===== src/rtl/mem_port_arbiter.sv =====
// ---------------------------------------------------------------------------
// mem_port_arbiter
//
// Shares one single-port 64-bit unified memory between the instruction-fetch
// path and the load/store path of the core. A small three-state sequencer
// (IDLE -> BUSY -> RESP) issues one fixed-latency memory transaction at a
// time. Data accesses win arbitration by default; a starvation counter
// forces a fetch grant after STARVE_LIMIT consecutive data grants taken
// while fetch was waiting. The stall output freezes the core while any of
// its requests is outstanding.
//
// Parameters
//   MEM_LATENCY   cycles from mem_req to valid mem_rdata (1..15)
//   STARVE_LIMIT  consecutive data grants with fetch pending before fetch
//                 is forced to win (1..15)
//
// Ports
//   clk, reset           clock; asynchronous active-low reset
//   if_req/if_addr       fetch request (level) and byte address
//   if_gnt/if_valid      fetch grant pulse / response pulse
//   if_rdata             fetched 32-bit instruction word
//   dm_req/dm_we         data request (level), 1 = store
//   dm_addr/dm_wdata     data byte address and store data
//   dm_gnt/dm_valid      data grant pulse / completion pulse
//   dm_rdata             64-bit load data
//   mem_req/mem_we       memory command strobe and write enable
//   mem_addr/mem_wdata   doubleword-aligned address and write data
//   mem_rdata            memory read data, valid MEM_LATENCY after mem_req
//   stall                core hold while an access is outstanding
// ---------------------------------------------------------------------------
module mem_port_arbiter #(
    parameter int MEM_LATENCY  = 2,
    parameter int STARVE_LIMIT = 4
) (
    input  logic        clk,
    input  logic        reset,
    input  logic        if_req,
    input  logic [63:0] if_addr,
    output logic        if_gnt,
    output logic        if_valid,
    output logic [31:0] if_rdata,
    input  logic        dm_req,
    input  logic        dm_we,
    input  logic [63:0] dm_addr,
    input  logic [63:0] dm_wdata,
    output logic        dm_gnt,
    output logic        dm_valid,
    output logic [63:0] dm_rdata,
    output logic        mem_req,
    output logic        mem_we,
    output logic [63:0] mem_addr,
    output logic [63:0] mem_wdata,
    input  logic [63:0] mem_rdata,
    output logic        stall
);

    typedef enum logic [1:0] {
        ST_IDLE = 2'd0,
        ST_BUSY = 2'd1,
        ST_RESP = 2'd2
    } state_t;

    typedef enum logic {
        OWN_IF = 1'b0,
        OWN_DM = 1'b1
    } owner_t;

    localparam logic [3:0] LAT_LOAD   = 4'(MEM_LATENCY - 1);
    localparam logic [3:0] STARVE_MAX = 4'(STARVE_LIMIT);

    state_t      state_q, state_d;
    owner_t      owner_q, owner_d;
    logic        store_q, store_d;
    logic        hi_word_q, hi_word_d;
    logic [3:0]  cnt_q, cnt_d;
    logic [3:0]  starve_q, starve_d;
    logic [31:0] if_rdata_q, if_rdata_d;
    logic [63:0] dm_rdata_q, dm_rdata_d;

    logic        grant_if;
    logic        grant_dm;

    // Sub-doubleword address bits never reach memory; the core handles them.
    logic        unused_addr_bits;
    assign unused_addr_bits = ^{if_addr[1:0], dm_addr[2:0]};

    // Arbitration. Grants are only made from IDLE and are suppressed while
    // reset is asserted so no command escapes during reset. Fetch wins when
    // data is idle or when the starvation counter has hit its limit.
    always_comb begin
        grant_if = 1'b0;
        grant_dm = 1'b0;
        if (reset && (state_q == ST_IDLE)) begin
            if (if_req && (!dm_req || (starve_q == STARVE_MAX))) begin
                grant_if = 1'b1;
            end else if (dm_req) begin
                grant_dm = 1'b1;
            end
        end
    end

    // Starvation counter: counts data grants taken while fetch is waiting.
    // Any fetch grant, or any cycle without a fetch request, clears it.
    always_comb begin
        starve_d = starve_q;
        if (!if_req || grant_if) begin
            starve_d = 4'd0;
        end else if (grant_dm && (starve_q != 4'hF)) begin
            starve_d = starve_q + 4'd1;
        end
    end

    // Transaction sequencer. The counter is loaded with MEM_LATENCY-1 at
    // grant so that it reads zero in exactly the cycle mem_rdata is valid.
    // The fetch word select is latched at grant so the response does not
    // depend on the requester still holding its address.
    always_comb begin
        state_d    = state_q;
        owner_d    = owner_q;
        store_d    = store_q;
        hi_word_d  = hi_word_q;
        cnt_d      = cnt_q;
        if_rdata_d = if_rdata_q;
        dm_rdata_d = dm_rdata_q;
        case (state_q)
            ST_IDLE: begin
                if (grant_if || grant_dm) begin
                    state_d   = ST_BUSY;
                    cnt_d     = LAT_LOAD;
                    owner_d   = grant_if ? OWN_IF : OWN_DM;
                    store_d   = grant_dm & dm_we;
                    hi_word_d = if_addr[2];
                end
            end
            ST_BUSY: begin
                if (cnt_q == 4'd0) begin
                    state_d = ST_RESP;
                    if (owner_q == OWN_IF) begin
                        if_rdata_d = hi_word_q ? mem_rdata[63:32] : mem_rdata[31:0];
                    end else if (!store_q) begin
                        dm_rdata_d = mem_rdata;
                    end
                end else begin
                    cnt_d = cnt_q - 4'd1;
                end
            end
            ST_RESP: begin
                state_d = ST_IDLE;
            end
            default: begin
                state_d = ST_IDLE;
            end
        endcase
    end

    always_ff @(posedge clk or negedge reset) begin
        if (!reset) begin
            state_q    <= ST_IDLE;
            owner_q    <= OWN_IF;
            store_q    <= 1'b0;
            hi_word_q  <= 1'b0;
            cnt_q      <= 4'd0;
            starve_q   <= 4'd0;
            if_rdata_q <= 32'd0;
            dm_rdata_q <= 64'd0;
        end else begin
            state_q    <= state_d;
            owner_q    <= owner_d;
            store_q    <= store_d;
            hi_word_q  <= hi_word_d;
            cnt_q      <= cnt_d;
            starve_q   <= starve_d;
            if_rdata_q <= if_rdata_d;
            dm_rdata_q <= dm_rdata_d;
        end
    end

    // Memory command is driven only in the grant cycle; otherwise the bus
    // is held at zero.
    always_comb begin
        mem_addr  = 64'd0;
        mem_wdata = 64'd0;
        if (grant_dm) begin
            mem_addr  = {dm_addr[63:3], 3'b000};
            mem_wdata = dm_wdata;
        end else if (grant_if) begin
            mem_addr  = {if_addr[63:3], 3'b000};
        end
    end

    assign if_gnt   = grant_if;
    assign dm_gnt   = grant_dm;
    assign mem_req  = grant_if | grant_dm;
    assign mem_we   = grant_dm & dm_we;
    assign if_valid = (state_q == ST_RESP) && (owner_q == OWN_IF);
    assign dm_valid = (state_q == ST_RESP) && (owner_q == OWN_DM);
    assign if_rdata = if_rdata_q;
    assign dm_rdata = dm_rdata_q;

    // Stall is forced low during reset so every output reads zero then.
    assign stall = reset & ((if_req & ~if_valid) | (dm_req & ~dm_valid));

endmodule


===== config.mk =====
export PLATFORM = sky130hd
export DESIGN_NAME = mem_port_arbiter
export DESIGN_NICKNAME = d
export VERILOG_FILES = /design/src/rtl/mem_port_arbiter.sv
export SDC_FILE = /design/constraint.sdc
export NUM_CORES = 1
export LEC_CHECK = 0
export ABC_CLOCK_PERIOD_IN_PS = 2210
export CAP_MARGIN = 20
export CELL_PAD_IN_SITES_DETAIL_PLACEMENT = 0
export CELL_PAD_IN_SITES_GLOBAL_PLACEMENT = 1
export CORE_AREA = 4 4 188 190
export CTS_CLUSTER_DIAMETER = 40
export DETAILED_ROUTE_END_ITERATION = 10
export DIE_AREA = 0 0 192 194
export DONT_BUFFER_PORTS = 1
export PLACE_DENSITY = 0.38
export SLEW_MARGIN = 10
export SYNTH_ARGS = -nofsm -noshare
export SYNTH_HDL_FRONTEND = slang
export SYNTH_SLANG_ARGS = --single-unit

===== constraint.sdc =====
create_clock -name clk -period 2.21 [get_ports clk]
set_input_delay 0.442 -clock clk [delete_from_list [all_inputs] [get_ports clk]]
set_output_delay 0.442 -clock clk [all_outputs]
set_load 0.05 [all_outputs]

# == Yosys cells after proc, flatten, opt, wreduce, memory -nomap -nowiden ==
# Index checks and enable logic that the tools add are counted.
# op_classes
n_addsub,2
n_mul,0
div_mod_pow,0
order_cmp,0
n_eq_ne,7
n_shift,0
mux,18
n_bitwise,10
reduce_logical,19
# op_table
cell,count
64-bit 2-to-1 mux,3
32-bit 2-to-1 mux,1
4-bit 2-to-1 mux,4
4-bit case mux with 2 select lines,1
1-bit 2-to-1 mux,6
3-bit AND reduction,2
1-bit logical AND,5
"4-bit by 1-bit adder with 4-bit output, second input constant",1
1-bit AND,4
"4-bit by 3-bit == test with 1-bit output, second input constant",1
4-bit zero test,1
2-bit 2-to-1 mux,2
"2-bit != test, second input constant",2
"4-bit != test, second input constant",1
1-bit NOT,4
2-bit case mux with 2 select lines,1
2-bit AND reduction,2
4-bit AND reduction,1
2-bit nonzero test,2
"4-bit by 1-bit subtractor with 4-bit output, second input constant",1
1-bit logical OR,3
"2-bit by 1-bit == test with 1-bit output, second input constant",1
"2-bit == test, second input constant",1
1-bit zero test,2
other kinds (3),4
# word_totals
regBits,109
latch_bits,0
mem_bits_rw,0
mem_bits_ro,0
in_bits,261
output_inout_bits,231
memories,0

# == Longest topological paths before layout ==
# Gate-level depths: netlist of the first run.
# depth
depth_word,8
depth_mapped,8
mapped_depth_nobuf,6

# == Worst setup path after synthesis of the first run ==
# Ideal clock, no wire load.
# synth_timing
path_kind,reg2out
from,reg owner_q
to,out stall
t_arrival_ns,2.153
t_required_ns,1.768
setup_slack_ns,-0.385
path_stages_with_launch,4
path_buffers,0
cell_sequence,dfrtp_1 nor3b_1 o22ai_1 and2_1
# synth_via
elab_chain_len,6
elab_cells_between_ends,9
# synth_rtl
item,line_no,source
"start, declared",72,"owner_t owner_q, owner_d;"
"start signal, assigned",168,owner_q <= owner_d;
1-bit NOT (no line),--,
1-bit logical AND,195,assign if_valid = (state_q == ST_RESP) && (owner_q == OWN_IF);
net if_valid,40,"output logic if_valid,"
1-bit NOT,201,assign stall = reset & ((if_req & ~if_valid) | (dm_req & ~dm_valid));
1-bit AND,201,
1-bit bitwise OR,201,
1-bit AND,201,
"end, declared",54,output logic stall
# The timed path passes the listed nets, and every way through them passes these cells.

# == Final worst setup path of the first run ==
# layout_timing
from,reg state_q[0]
to,out mem_addr[59]
# layout_via
elab_chain_len,5
elab_cells_between_ends,6
# layout_rtl
item,line_no,source
"start, declared",71,"state_t state_q, state_d;"
"start signal, assigned",167,state_q <= state_d;
2-bit zero test (*),93,if (reset && (state_q == ST_IDLE)) begin
1-bit logical AND (*),93,
1-bit 2-to-1 mux,93,
64-bit 2-to-1 mux,186,end else if (grant_if) begin
64-bit 2-to-1 mux (*),183,if (grant_dm) begin
"end, declared",51,"output logic [63:0] mem_addr,"
# Every way passes the cells marked *; elsewhere a longest branch is shown, timed or not.

==> run metrics, run 1 <==
top cell type by total area after synthesis sky130_fd_sc_hd__dfrtp_1; largest cells by area after synthesis sky130_fd_sc_hd__dfrtp_1, sky130_fd_sc_hd__mux2_2, sky130_fd_sc_hd__a22o_1, sky130_fd_sc_hd__and2_1, sky130_fd_sc_hd__buf_6; Worst Setup End Kind primary output; top-area cell type share of the netlist area 0.469; die boundary height 194 um; count of cell types in the netlist 39; share of synthesized area occupied by flip-flops and latches 0.469; total clock sinks 109; cell count after placement 986; ordered cell list for the critical path or3b_4, a211oi_4, buf_6, buf_16, a22o_2, buf_12; average routed wire per standard cell 29.0 um; pin count of the biggest net entering global routing 113; count of final setup violators 129; number of buffers added on ports 0; count of nets left with antenna violations after detail routing 0; initial antenna violation count 5; final std cells w/o fill 1037; count of state elements after synthesis 109; most numerous cell types in the synthesized netlist sky130_fd_sc_hd__mux2_2, sky130_fd_sc_hd__dfrtp_1, sky130_fd_sc_hd__and2_1, sky130_fd_sc_hd__a22o_1, sky130_fd_sc_hd__clkbuf_1; number of global-route vias before repair 5102; area of the mapped netlist 5820 um^2; row cnt 67; clock tree from TritonCTS yes; Final Total Pwr 0.0141 W; run status complete, but fails checks; static power due to leakage 4.08 nW; family of cells with the greatest summed delay on the critical path buffers and inverters; flip-flop cell with the highest count after synthesis sky130_fd_sc_hd__dfrtp_1; first-pass GRT wire length 39300 um; depth of the CTS H-tree 3; data arrival time of the critical path 2.11 ns; Max Clock Skew 0.00950 ns; mean instance size in the synthesized netlist 12.5 um^2; Crit path required time 1.77 ns; layout overhead on the synthesized area 66.4%; clock transition at the registers of the reported paths 0.09 ns; worst path setup slack after routing -0.344 ns; final instance area 9680 um^2; net count of the finished layout 845; min Tclk post-route 2.55 ns; drt pass-1 iters 4; unrepaired setup endpoints after global routing true; Highest Clock Rate 0.392 GHz; number of enable-type register cells in the synthesized netlist 0; Critical Setup Path Class reg -> out; horizontal die dimension 192 um; vias per cell 4.35; clock buffer count from CTS 9; Floorplan Core Area 33400 um^2; worst-case hold slack -0.228 ns; fraction of synthesis flops using an asynchronous set or reset pin 1.00; worst stage delay on the critical path 0.42 ns; number of DRC markers in iteration 0 156; violations in the final reports hold timing, setup timing; instance area after placement 8230 um^2; synthesized instance count 467; most repeated cell in the gate-level netlist after synthesis sky130_fd_sc_hd__mux2_2; class of the worst hold path in -> async; later-pin clock latency in the skew report 0.35 ns; Slew Limit Headroom 0.645; Via Count 4506; DR DRC count 0; fraction of final layout cells sized beyond drive strength 1 0.718; IO Pins 492; master of the slowest instance on the critical path sky130_fd_sc_hd__or3b_4; clock tree buffer depth 2; cell area power density 1450 nW/um^2; slew at the pin closest to its max-slew limit 0.532 ns; clock root buffer sky130_fd_sc_hd__clkbuf_16; max-capacitance violation count 0; Synthesis Warnings 0; Die Area 37200 um^2; buffer and inverter count on the worst path 3; Initial Utilization 0.174; RePlAce Congestion 0.802; Filler Cells Inserted 3303; post-route fraction of the period consumed by the critical path 1.16; total grt overflow 0; final-report max-slew violation count 0; sort of element at the start of the critical path register; VDD IR-drop max 873 uV; largest fanout of any net on the critical path 22; number of hold violations in the final report 109; final wirelength 30100 um; HPWL after detailed placement 22400 um; GRT Overall Usage 0.147
-- flip-flops by register name (all words and copies together), names as in the netlist --
register	cells
starve_q	4
owner_q	1
if_rdata	32
cnt_q	4
store_q	1
state_q	2
hi_word_q	1
dm_rdata	64
-- worst paths after layout --
path                                             start                       end  slack [ns]  cells after the start
max in group asynchronous                        reset    state_q[1]$_DFFE_PN0P_        2.30                      0
worst max register to register    cnt_q[0]$_DFFE_PN0P_  if_rdata[20]$_DFFE_PN0P_        0.11                      7
worst max-delay path            state_q[0]$_DFFE_PN0P_              mem_addr[59]       -0.34                      6
worst min-delay path                             reset  dm_rdata[12]$_DFFE_PN0P_       -0.23                      0
min in group clk                         mem_rdata[59]  dm_rdata[59]$_DFFE_PN0P_        0.23                      1
worst min register to register     store_q$_DFFE_PN0P_       store_q$_DFFE_PN0P_        0.52                      1
-- cell families after synthesis --
kind of cell / count (synthesis) / share of synthesized area
AOI/OAI and AO/OA: 79 / 0.119
xor gates and xnor gates: 1 / 0.00151
DFF: 109 / 0.469
and+or+nand+nor: 95 / 0.104
buffers and inverters: 49 / 0.0471
muxes: 129 / 0.250
adders and majority gates: 4 / 0.00860
other: 1 / 0.000645
-- stage by stage --
stage	setup WS, ns	util	hold WS [ns]	setup TNS [ns]
floorplan	-0.0824	-	0.146	-1.01
finish	-0.344	0.289	-0.228	-29.33
detailed placement	-0.101	0.246	0.150	-3.17
global placement	-0.0508	0.246	0.150	-0.588
global route	-0.414	0.289	-0.257	-39.56
CTS	-0.375	0.283	-0.254	-34.04
-- cell usage in the layout, fill, tap and decap left out, drive strengths merged, types with 2 or more instances in the layout --
cell,instances
clkbuf,12
o32ai,3
nand2,3
nand4b,2
inv,13
diode,4
nor3,4
a22o,62
mux2,129
conb,3
ha,4
a21oi,3
dfrtp,109
nor3b,4
clkinv,3
or3b,2
buf,136
nand3,5
nor2,2
nor2b,2
o2bb2ai,3
and2,66
nand3b,2
-- what timing repair did --
action	in CTS	in global routing
cloned	12	3
endpoints found under the setup margin	129	204
setup buffers	12	5
pin swaps	36	5
resized for setup	138	15
hold endpoints to repair	109	109
-- routing by layer --
metal / routed length (um) / global-route usage / up-vias
met4: 1020 / 0.0637 / 0
met5: 0 / 0 / -
met2: 16000 / 0.269 / 301
met1: 9640 / 0.142 / 2250
li1: - / - / 1924
met3: 3440 / 0.0661 / 31
-- layout make-up --
cell class | count | area (um^2) | share of cell area
multi-input combinational | 311 | 3430 | 0.355
sequential | 109 | 2730 | 0.282
timing repair buffer | 140 | 2600 | 0.268
tap | 448 | 561 | 0.0579
clock buffer | 9 | 225 | 0.0233
clock inverter | 7 | 85.1 | 0.00879
inverter | 9 | 41.3 | 0.00427
antenna | 4 | 10.0 | 0.00103
-- report_power, final --
group	switching (W)	internal [W]	total [W]
registers	0.00405	0.00291	0.00696
clock network	0.000883	0.000821	0.00170
logic	0.00258	0.00280	0.00538
total	0.00752	0.00654	0.0141
(Power assumes the default switching activity.)
==> inputs of run 2 (changes only) <==
CTS_CLUSTER_DIAMETER = unset   (was 40)
==> results of run 2 <==
Final layout, timing and power as in run 1 (identical DEF).
==> inputs of run 3 (changes only) <==
ABC_AREA = 1   (was unset)
CORE_AREA = 4 4 187 189   (was 4 4 188 190)
DIE_AREA = 0 0 191 193   (was 0 0 192 194)
HOLD_SLACK_MARGIN = 0.1   (was unset)
PLACE_DENSITY = 0.43   (was 0.38)
==> run 3 against run 2 <==
Effect of this change:
- final area rose by 5.9%
- sequential cell count did not move
- largest power group unchanged
- worst hold slack got worse by 0.0085 ns
- clock power fell by 2%
- sequential share of layout area fell by 1.6 points
- the run still ends with hold timing, setup timing left
- power fell by 2.1%
- routed wire length fell by 7.8%
- critical endpoint is now mem_addr[52]
- first-iteration DRC count rose by 53%
- clock skew rose by 0.0069 ns
- clock-buffer cell count did not move
- worst setup slack improved by 0.21 ns
==> run metrics, run 3 <==
most common cell after layout, fill and taps aside sky130_fd_sc_hd__nand2_1; worst path setup slack after routing -0.136 ns; total grt overflow 0; clock buffer count from CTS 9; GRT Overall Usage 0.131; post-synthesis simple-gate area fraction 0.269; number of cells traversed by the worst register-to-register path 10; Crit path required time 1.77 ns; pin count of the biggest net entering global routing 112; number of hold violations in the final report 109; VDD IR-drop max 476 uV; static power due to leakage 5.04 nW; Final Total Pwr 0.0138 W; setup slack of the most critical reg-to-reg path 0.23 ns; end of the worst register-to-register path starve_q[1]$_DFFE_PN0P_; Seq pwr share 0.508; number of DRC markers in iteration 0 239; initial antenna violation count 1; fraction of synthesis flops using an asynchronous set or reset pin 1.00; total clock sinks 109; number of buffers added on ports 0; Max Clock Skew 0.0164 ns; IO Pins 492; mean instance size in the synthesized netlist 7.15 um^2; layout overhead on the synthesized area 63.1%; instance area after placement 8430 um^2; Critical Setup Path Class reg -> out; Die Area 36900 um^2; violations in the final reports hold timing, setup timing; area of the mapped netlist 6280 um^2; count of nets left with antenna violations after detail routing 0; ordered cell list for the critical path inv_1, ha_4, nand3_4, nand2_4, nand3_4, clkinv_8, buf_12, buf_16, nand2_4, nand2_4, buf_12; final-report max-slew violation count 0; slew at the pin closest to its max-slew limit 0.552 ns; commonest cells after routing, fill and taps aside sky130_fd_sc_hd__nand2_1, sky130_fd_sc_hd__inv_1, sky130_fd_sc_hd__dfrtp_1; die boundary height 193 um; family of cells with the greatest summed delay on the critical path buffers and inverters; net count of the finished layout 1283; most repeated library cell on the critical path sky130_fd_sc_hd__nand2_4; Synthesis Warnings 0; Via Count 5893; row cnt 67; largest cells by area after synthesis sky130_fd_sc_hd__dfrtp_1, sky130_fd_sc_hd__nand2_1, sky130_fd_sc_hd__inv_1, sky130_fd_sc_hd__o21ai_2, sky130_fd_sc_hd__nor2_1; post-route fraction of the period consumed by the critical path 1.06; fraction of final layout cells sized beyond drive strength 1 0.390; flip-flop cell with the highest count after synthesis sky130_fd_sc_hd__dfrtp_1; number of global-route vias before repair 5701; final wirelength 27800 um; Int Pwr 0.00583 W; run status complete, but fails checks; unrepaired setup endpoints after global routing true; Layout Utilization 0.308; Initial Utilization 0.189; fraction of the mapped netlist area in compound gates 0.136; HPWL after detailed placement 19700 um; Floorplan Core Area 33300 um^2; Slew Limit Headroom 0.632; class of the worst hold path in -> async; proportion of synthesized area in mux cells 0; data arrival time of the critical path 1.90 ns; worst-case hold slack -0.237 ns; clock root buffer sky130_fd_sc_hd__clkbuf_16; final std cells w/o fill 1471; share of synthesized cell area in full adder, half adder and majority cells 0.00797; count of cell types in the netlist 29; main combinational cell family by area after synthesis simple AND/OR/NAND/NOR gates; largest fanout of any net on the critical path 7; share of synthesized area occupied by flip-flops and latches 0.434; Highest Clock Rate 0.426 GHz; average routed wire per standard cell 18.9 um; clock transition at the registers of the reported paths 0.09 ns; vias per cell 4.01; RePlAce Congestion 0.744; DR DRC count 0; clock tree from TritonCTS yes; cell count after placement 1425; later-pin clock latency in the skew report 0.36 ns; synthesized instance count 878; drt pass-1 iters 4; first-pass GRT wire length 36900 um; XOR/XNOR share of the synthesized area 0.00558; master of the slowest instance on the critical path sky130_fd_sc_hd__dfrtp_1; count of state elements after synthesis 109; top cell type by total area after synthesis sky130_fd_sc_hd__dfrtp_1; clock tree buffer depth 2; buffer and inverter count on the worst path 5; Worst Setup End Kind primary output; origin of the critical flop-to-flop path state_q[1]$_DFFE_PN0P_; final instance area 10200 um^2; Net Switching 0.00793 W; number of flip-flops under the largest register name 64; cell area power density 1340 nW/um^2; depth of the CTS H-tree 3; number of enable-type register cells in the synthesized netlist 0; logic gate share of total power 0.372; most repeated cell in the gate-level netlist after synthesis sky130_fd_sc_hd__nand2_1; top-area cell type share of the netlist area 0.434; max-capacitance violation count 0; Net Sw Frac 0.576; count of final setup violators 128; min Tclk post-route 2.35 ns; Clk pwr share 0.120; most numerous cell types in the synthesized netlist sky130_fd_sc_hd__nand2_1, sky130_fd_sc_hd__inv_1, sky130_fd_sc_hd__dfrtp_1, sky130_fd_sc_hd__nor2_1, sky130_fd_sc_hd__o21ai_2; sort of element at the start of the critical path register; horizontal die dimension 191 um; worst stage delay on the critical path 0.38 ns
==> run 3: cells by family after synthesis <==
| group | Yosys count |
|---|---|
| flops | 109 |
| simple gates | 429 |
| compound gates | 134 |
| other cells | 1 |
| fa+ha+maj | 4 |
| xor+xnor | 4 |
| buf+inv | 197 |
==> run 3: per-layer routing <==
metal  routed length [um]  track usage  up-vias
met2                14400        0.224      256
met3                 2560       0.0490       25
met1                10300        0.157     2701
li1                     -            -     2911
met5                    0            0        -
met4                  565       0.0343        0
==> run 3: worst max path at each step <==
stage | start | to | slack [ns] | cells after the start
2_1_floorplan | starve_q[0]$_DFFE_PN0P_ | mem_wdata[10] | -0.11 | 9
3_3_place_gp | starve_q[0]$_DFFE_PN0P_ | mem_addr[34] | 0.12 | 11
3_5_place_dp | starve_q[0]$_DFFE_PN0P_ | mem_addr[34] | 0.11 | 11
4_1_cts | starve_q[0]$_DFFE_PN0P_ | mem_addr[41] | -0.19 | 11
5_1_grt | starve_q[0]$_DFFE_PN0P_ | mem_addr[52] | -0.23 | 11
6_report | starve_q[1]$_DFFE_PN0P_ | mem_addr[52] | -0.14 | 11
==> run 3: power groups by stage <==
stage | Sequential, W | Clock, W | Combinational [W]
floorplan | 0.00665 | 0 | 0.00320
finish | 0.00698 | 0.00166 | 0.00512
global route | 0.00713 | 0.00182 | 0.00561
global placement | 0.00709 | 0 | 0.00443
detailed placement | 0.00709 | 0 | 0.00446
CTS | 0.00704 | 0.00174 | 0.00488
==> run 3: what timing repair did <==
item / CTS / global route
buffers inserted: 8 / 6
pin swaps: 14 / 20
gates resized for setup: 156 / 142
cloned: 10 / 9
hold endpoints to repair: 109 / 109
endpoints found under the setup margin: 129 / 129
==> run 3: layout make-up <==
cell class	count	area (um^2)
fill	3526	23000
multi-input combinational	574	3330
timing repair buffer	177	2750
sequential	109	2730
inverter	147	581
tap	448	561
clock buffer	9	225
clock inverter	6	68.8
antenna	1	2.50
==> run 3: per-stage QoR <==
step / worst slack [ns] / TNS [ns]
floorplan: -0.111 / -6.65
global placement: 0.116 / 0
detailed placement: 0.108 / 0
CTS: -0.188 / -13.92
global route: -0.226 / -24.10
finish: -0.136 / -11.48
